===== config.mk =====
export PLATFORM = sky130hd
export DESIGN_NAME = oam_dma_ctrl
export DESIGN_NICKNAME = d
export VERILOG_FILES = /design/src/rtl/dma_pkg.sv /design/src/rtl/cpu_bus_mux.sv /design/src/rtl/oam_dma_ctrl.sv
export SDC_FILE = /design/constraint.sdc
export NUM_CORES = 1
export LEC_CHECK = 0
export ABC_CLOCK_PERIOD_IN_PS = 2400
export CAP_MARGIN = 5
export CORE_MARGIN = 10
export CORE_UTILIZATION = 42
export CTS_BUF_LIST = sky130_fd_sc_hd__clkbuf_16
export DETAILED_ROUTE_END_ITERATION = 12
export GPL_ROUTABILITY_DRIVEN = 0
export PLACE_DENSITY = 0.8
export SYNTH_ARGS = -nofsm -noshare
export SYNTH_HDL_FRONTEND = slang
export SYNTH_SLANG_ARGS = --single-unit

===== constraint.sdc =====
create_clock -name clk -period 2.4 [get_ports clk]
set_input_delay 0.48 -clock clk [delete_from_list [all_inputs] [get_ports clk]]
set_output_delay 0.48 -clock clk [all_outputs]
set_load 0.03 [all_outputs]

===== src/rtl/dma_pkg.sv =====
// Shared types and default addresses for the sprite-DMA sequencer.
// States are ordered so that IDLE is the all-zero encoding.
package dma_pkg;

  typedef enum logic [2:0] {
    IDLE  = 3'd0,
    HALT  = 3'd1,
    ALIGN = 3'd2,
    READ  = 3'd3,
    WRITE = 3'd4
  } dma_state_t;

  localparam logic [15:0] DMA_REG_ADDR_DEF  = 16'h4014;
  localparam logic [15:0] OAM_DATA_ADDR_DEF = 16'h2004;

endpackage


===== src/rtl/cpu_bus_mux.sv =====
// Bus owner select: cpu fields pass straight through unless DMA owns the bus.
// Purely combinational, zero latency; no backpressure of its own.
module cpu_bus_mux
  import dma_pkg::*;
(
  input  logic        dma_active,
  input  logic [15:0] cpu_addr,
  input  logic        cpu_rw,
  input  logic [7:0]  cpu_wdata,
  input  logic [15:0] dma_addr,
  input  logic        dma_rw,
  input  logic [7:0]  dma_wdata,
  output logic [15:0] bus_addr,
  output logic        bus_rw,
  output logic [7:0]  bus_wdata
);

  assign bus_addr  = dma_active ? dma_addr  : cpu_addr;
  assign bus_rw    = dma_active ? dma_rw    : cpu_rw;
  assign bus_wdata = dma_active ? dma_wdata : cpu_wdata;

endmodule


===== src/rtl/oam_dma_ctrl.sv =====
// Sprite-DMA sequencer: snoops cpu writes to the DMA register, stalls the cpu via cpu_rdy
// and copies one 256-byte page to the OAM data port, one byte per get/put cycle pair.
module oam_dma_ctrl
  import dma_pkg::*;
#(
  parameter logic [15:0] DMA_REG_ADDR  = DMA_REG_ADDR_DEF,
  parameter logic [15:0] OAM_DATA_ADDR = OAM_DATA_ADDR_DEF,
  parameter int          XFER_LEN      = 256
) (
  input  logic        clk,
  input  logic        rst_n,
  input  logic [15:0] cpu_addr,
  input  logic        cpu_rw,
  input  logic [7:0]  cpu_wdata,
  output logic [7:0]  cpu_rdata,
  output logic        cpu_rdy,
  output logic [15:0] bus_addr,
  output logic        bus_rw,
  output logic [7:0]  bus_wdata,
  input  logic [7:0]  bus_rdata,
  output logic        dma_active
);

  // The byte counter is 8 bits wide, so the final index is always 8'hFF.
  localparam logic [7:0] LAST_IDX = 8'(XFER_LEN - 1);

  dma_state_t  state_q, state_d;
  logic        parity_q, parity_d;
  logic [7:0]  cnt_q, cnt_d;
  logic [7:0]  page_q, page_d;
  logic [7:0]  latch_q, latch_d;

  logic [15:0] dma_addr;
  logic        dma_rw;
  logic [7:0]  dma_wdata;

  always_comb begin
    state_d   = state_q;
    parity_d  = ~parity_q;
    cnt_d     = cnt_q;
    page_d    = page_q;
    latch_d   = latch_q;
    // HALT/ALIGN issue a dummy read at whatever address the stalled cpu holds.
    dma_addr  = cpu_addr;
    dma_rw    = 1'b1;
    dma_wdata = cpu_wdata;

    case (state_q)
      IDLE: begin
        if (!cpu_rw && (cpu_addr == DMA_REG_ADDR)) begin
          page_d  = cpu_wdata;
          cnt_d   = 8'h00;
          state_d = HALT;
        end
      end
      HALT: begin
        // READ must land on a get cycle; parity_q=1 now means the next cycle is a get.
        state_d = parity_q ? READ : ALIGN;
      end
      ALIGN: begin
        state_d = READ;
      end
      READ: begin
        dma_addr = {page_q, cnt_q};
        latch_d  = bus_rdata;
        state_d  = WRITE;
      end
      WRITE: begin
        dma_addr  = OAM_DATA_ADDR;
        dma_rw    = 1'b0;
        dma_wdata = latch_q;
        cnt_d     = cnt_q + 8'h01;
        state_d   = (cnt_q == LAST_IDX) ? IDLE : READ;
      end
      default: begin
        state_d = IDLE;
      end
    endcase
  end

  always_ff @(negedge clk) begin
    if (!rst_n) begin
      state_q  <= IDLE;
      parity_q <= 1'b0;
      cnt_q    <= 8'h00;
      page_q   <= 8'h00;
      latch_q  <= 8'h00;
    end else begin
      state_q  <= state_d;
      parity_q <= parity_d;
      cnt_q    <= cnt_d;
      page_q   <= page_d;
      latch_q  <= latch_d;
    end
  end

  assign dma_active = (state_q != IDLE);
  assign cpu_rdy    = ~dma_active;
  assign cpu_rdata  = bus_rdata;

  cpu_bus_mux u_mux (
    .dma_active (dma_active),
    .cpu_addr   (cpu_addr),
    .cpu_rw     (cpu_rw),
    .cpu_wdata  (cpu_wdata),
    .dma_addr   (dma_addr),
    .dma_rw     (dma_rw),
    .dma_wdata  (dma_wdata),
    .bus_addr   (bus_addr),
    .bus_rw     (bus_rw),
    .bus_wdata  (bus_wdata)
  );

endmodule


==> results.sh <==
export IMPL_syn_inst=216
export IMPL_worstSetupEndpointType="output port"
export IMPL_cts_tree="built"
export IMPL_most_common_layout_cells="buf_4 (51), nand2_1 (47), buf_6 (41)"
export IMPL_total_power_mw=1.93
export IMPL_drc=0
export IMPL_final_util=0.944
export IMPL_ir_drop_mv=0.408
export IMPL_cts_sinks=28
export IMPL_clock_path_buffers=2
export IMPL_start_util=0.438
export IMPL_cts_inserted_buffers=3
export IMPL_slew_viol_final=0
export IMPL_worst_slew_pin_slew_ns=0.495
export IMPL_synth_enable_flop_cells=0
export IMPL_grt_pass1_wl_um=15100
export IMPL_totalWireLength_um=11400
export IMPL_grt_usage=0.292
export IMPL_die_height_um=82.3
export IMPL_clk_pin_slew_ns=0.11
export IMPL_ys_flop_type="dfxtp_1"
export IMPL_hold_viol=0
export IMPL_cp_required_ns=1.92
export IMPL_dieArea_um2=6770
export IMPL_crit_type="register to output port"
export IMPL_rsz0062_at_grt="true"
export IMPL_finalNetCount=398
export IMPL_synth_area_per_cell_um2=7.54
export IMPL_worst_slack_ns=-1.04
export IMPL_rows=22
export IMPL_hpwl_um=4660
export IMPL_antenna_found_initial=0
export IMPL_clkLatencyLatePin_ns=0.43
export IMPL_synth_seq_cells=28
export IMPL_hold_path_class="register to register"
export IMPL_drtAntennaViolNets=0
export IMPL_powerDensity_nw_per_um2=551
export IMPL_grt_pass1_vias=2738
export IMPL_grt_ovfl_total=0
export IMPL_vias=2702
export IMPL_cp_max_fo=8
export IMPL_h_tree_depth=1
export IMPL_synth_distinct_cells=38
export IMPL_core_um2=3720
export IMPL_first_pass_iters=9
export IMPL_final_common_cell="buf_4"
export IMPL_setup_viol=44
export IMPL_syn_num_nets=252
export IMPL_post_drt_wl_per_cell_um=28.0
export IMPL_ys_seq_area_frac=0.344
export IMPL_arrival_ns=2.96
export IMPL_fp_dieW_um=82.3
export IMPL_synth_async_reset_ratio=0
export IMPL_critPathLaunchType="register"
export IMPL_grt_max_degree=17
export IMPL_drt_iter0_markers=532
export IMPL_syn_area_um2=1630
export IMPL_cts_root_buffer="clkbuf_16"
export IMPL_fin_skew_ns=0.0720
export IMPL_status="finished, violations left"
export IMPL_numPortBuffers=69
export IMPL_diodes=0
export IMPL_hold_worst_slack_ns=0.469
export IMPL_yosys_warnings=0
export IMPL_pin_count=70
export IMPL_max_slew_margin=0.667
export IMPL_failed_checks="setup timing"
export IMPL_p_leak_nw=1.60
export IMPL_pre_cts_slack_ns=-1.07
export IMPL_maxCapViolCount=0
export IMPL_vias_per_cell=6.61
export IMPL_drive_gt1_frac=0.482
export IMPL_syn2layout_area_growth_pct=115
-- registers in the layout, indices dropped and copies added (netlist names) --
name,count
cnt_q,8
latch_q,8
page_q,8
state_q,3
parity_q,1
-- metal layers --
| layer | up-vias | wire (um) | global-route usage |
|---|---|---|---|
| li1 | 1039 | - | - |
| met1 | 1232 | 3770 | 0.299 |
| met2 | 307 | 5150 | 0.502 |
| met3 | 124 | 1480 | 0.100 |
| met4 | 0 | 1040 | 0.177 |
| met5 | - | 0 | 0 |
-- synth_stat cells, drive strengths merged, types with 2 or more instances --
| master | instances | area (um2) |
|---|---|---|
| a21oi | 11 | 55.1 |
| a22o | 14 | 123 |
| and3 | 2 | 12.5 |
| buf | 13 | 106 |
| clkbuf | 11 | 41.3 |
| dfxtp | 28 | 561 |
| inv | 5 | 18.8 |
| mux2i | 8 | 80.1 |
| nand2 | 64 | 240 |
| nand3 | 12 | 60.1 |
| nand4 | 4 | 25.0 |
| nor2 | 9 | 33.8 |
| nor3 | 4 | 20.0 |
| nor4b | 2 | 17.5 |
| o21ai | 6 | 30.0 |
| or3 | 3 | 23.8 |
| xnor2 | 2 | 17.5 |
| xor2 | 2 | 17.5 |
-- cell type report --
cell class                      instances  area (um2)
Multi-Input combinational cell        160        1350
Timing Repair Buffer                  137        1320
Sequential cell                        28         572
Fill cell                             113         208
Clock inverter                         29         111
Clock buffer                            3        75.1
Tap cell                               48        60.1
Inverter                                4        18.8
-- path summary, 6_finish.rpt --
kind	startpoint	to	slack, ns	cells past startpoint
max reg2reg	state_q[0]	page_q[2]	0.16	8
min	parity_q	parity_q	0.47	1
min reg2reg	parity_q	parity_q	0.47	1
max	state_q[1]	bus_addr[11]	-1.04	6
-- metrics by stage --
step / area [um2] / instances / TNS [ns]
3_3_place_gp: 2890 / 357 / -36.48
6_report: 3510 / 409 / -34.80
5_1_grt: 3510 / 409 / -34.70
2_1_floorplan: 1990 / 216 / -21.68
3_5_place_dp: 2890 / 357 / -38.79
4_1_cts: 3470 / 407 / -28.82
-- cell families (layout without fill, tap and decap cells) --
logic type | count (synthesis) | count (layout) | share of synthesized area
simple gates | 108 | 109 | 0.312
compound gates | 38 | 38 | 0.164
buf+inv | 29 | 173 | 0.102
flops | 28 | 28 | 0.344
mux | 8 | 8 | 0.0492
xor+xnor | 4 | 4 | 0.0215
fa+ha+maj | 1 | 1 | 0.00768
-- critical path, cell delays in order (launching register included) --
cell	delay (ns)
dfxtp_4	0.40
nand2_2	0.10
nor2_4	0.20
nor2_4	0.10
buf_4	0.16
a22o_4	0.22
buf_6	0.14
-- timing repair --
| item | in CTS | in global routing |
|---|---|---|
| pin swaps | 31 | 10 |
| gates cloned | 3 | 0 |
| setup buffers | 17 | 4 |
| hold buffers | 0 | 0 |
| resized for setup | 143 | 22 |
| endpoints found under the setup margin | 44 | 44 |
-- power breakdown --
group	switching (mW)	internal, mW
combinational	0.364	0.336
sequential	0.0193	0.480
clock	0.442	0.293
total	0.825	1.11
No activity file was read; power rests on OpenSTA's default activity.
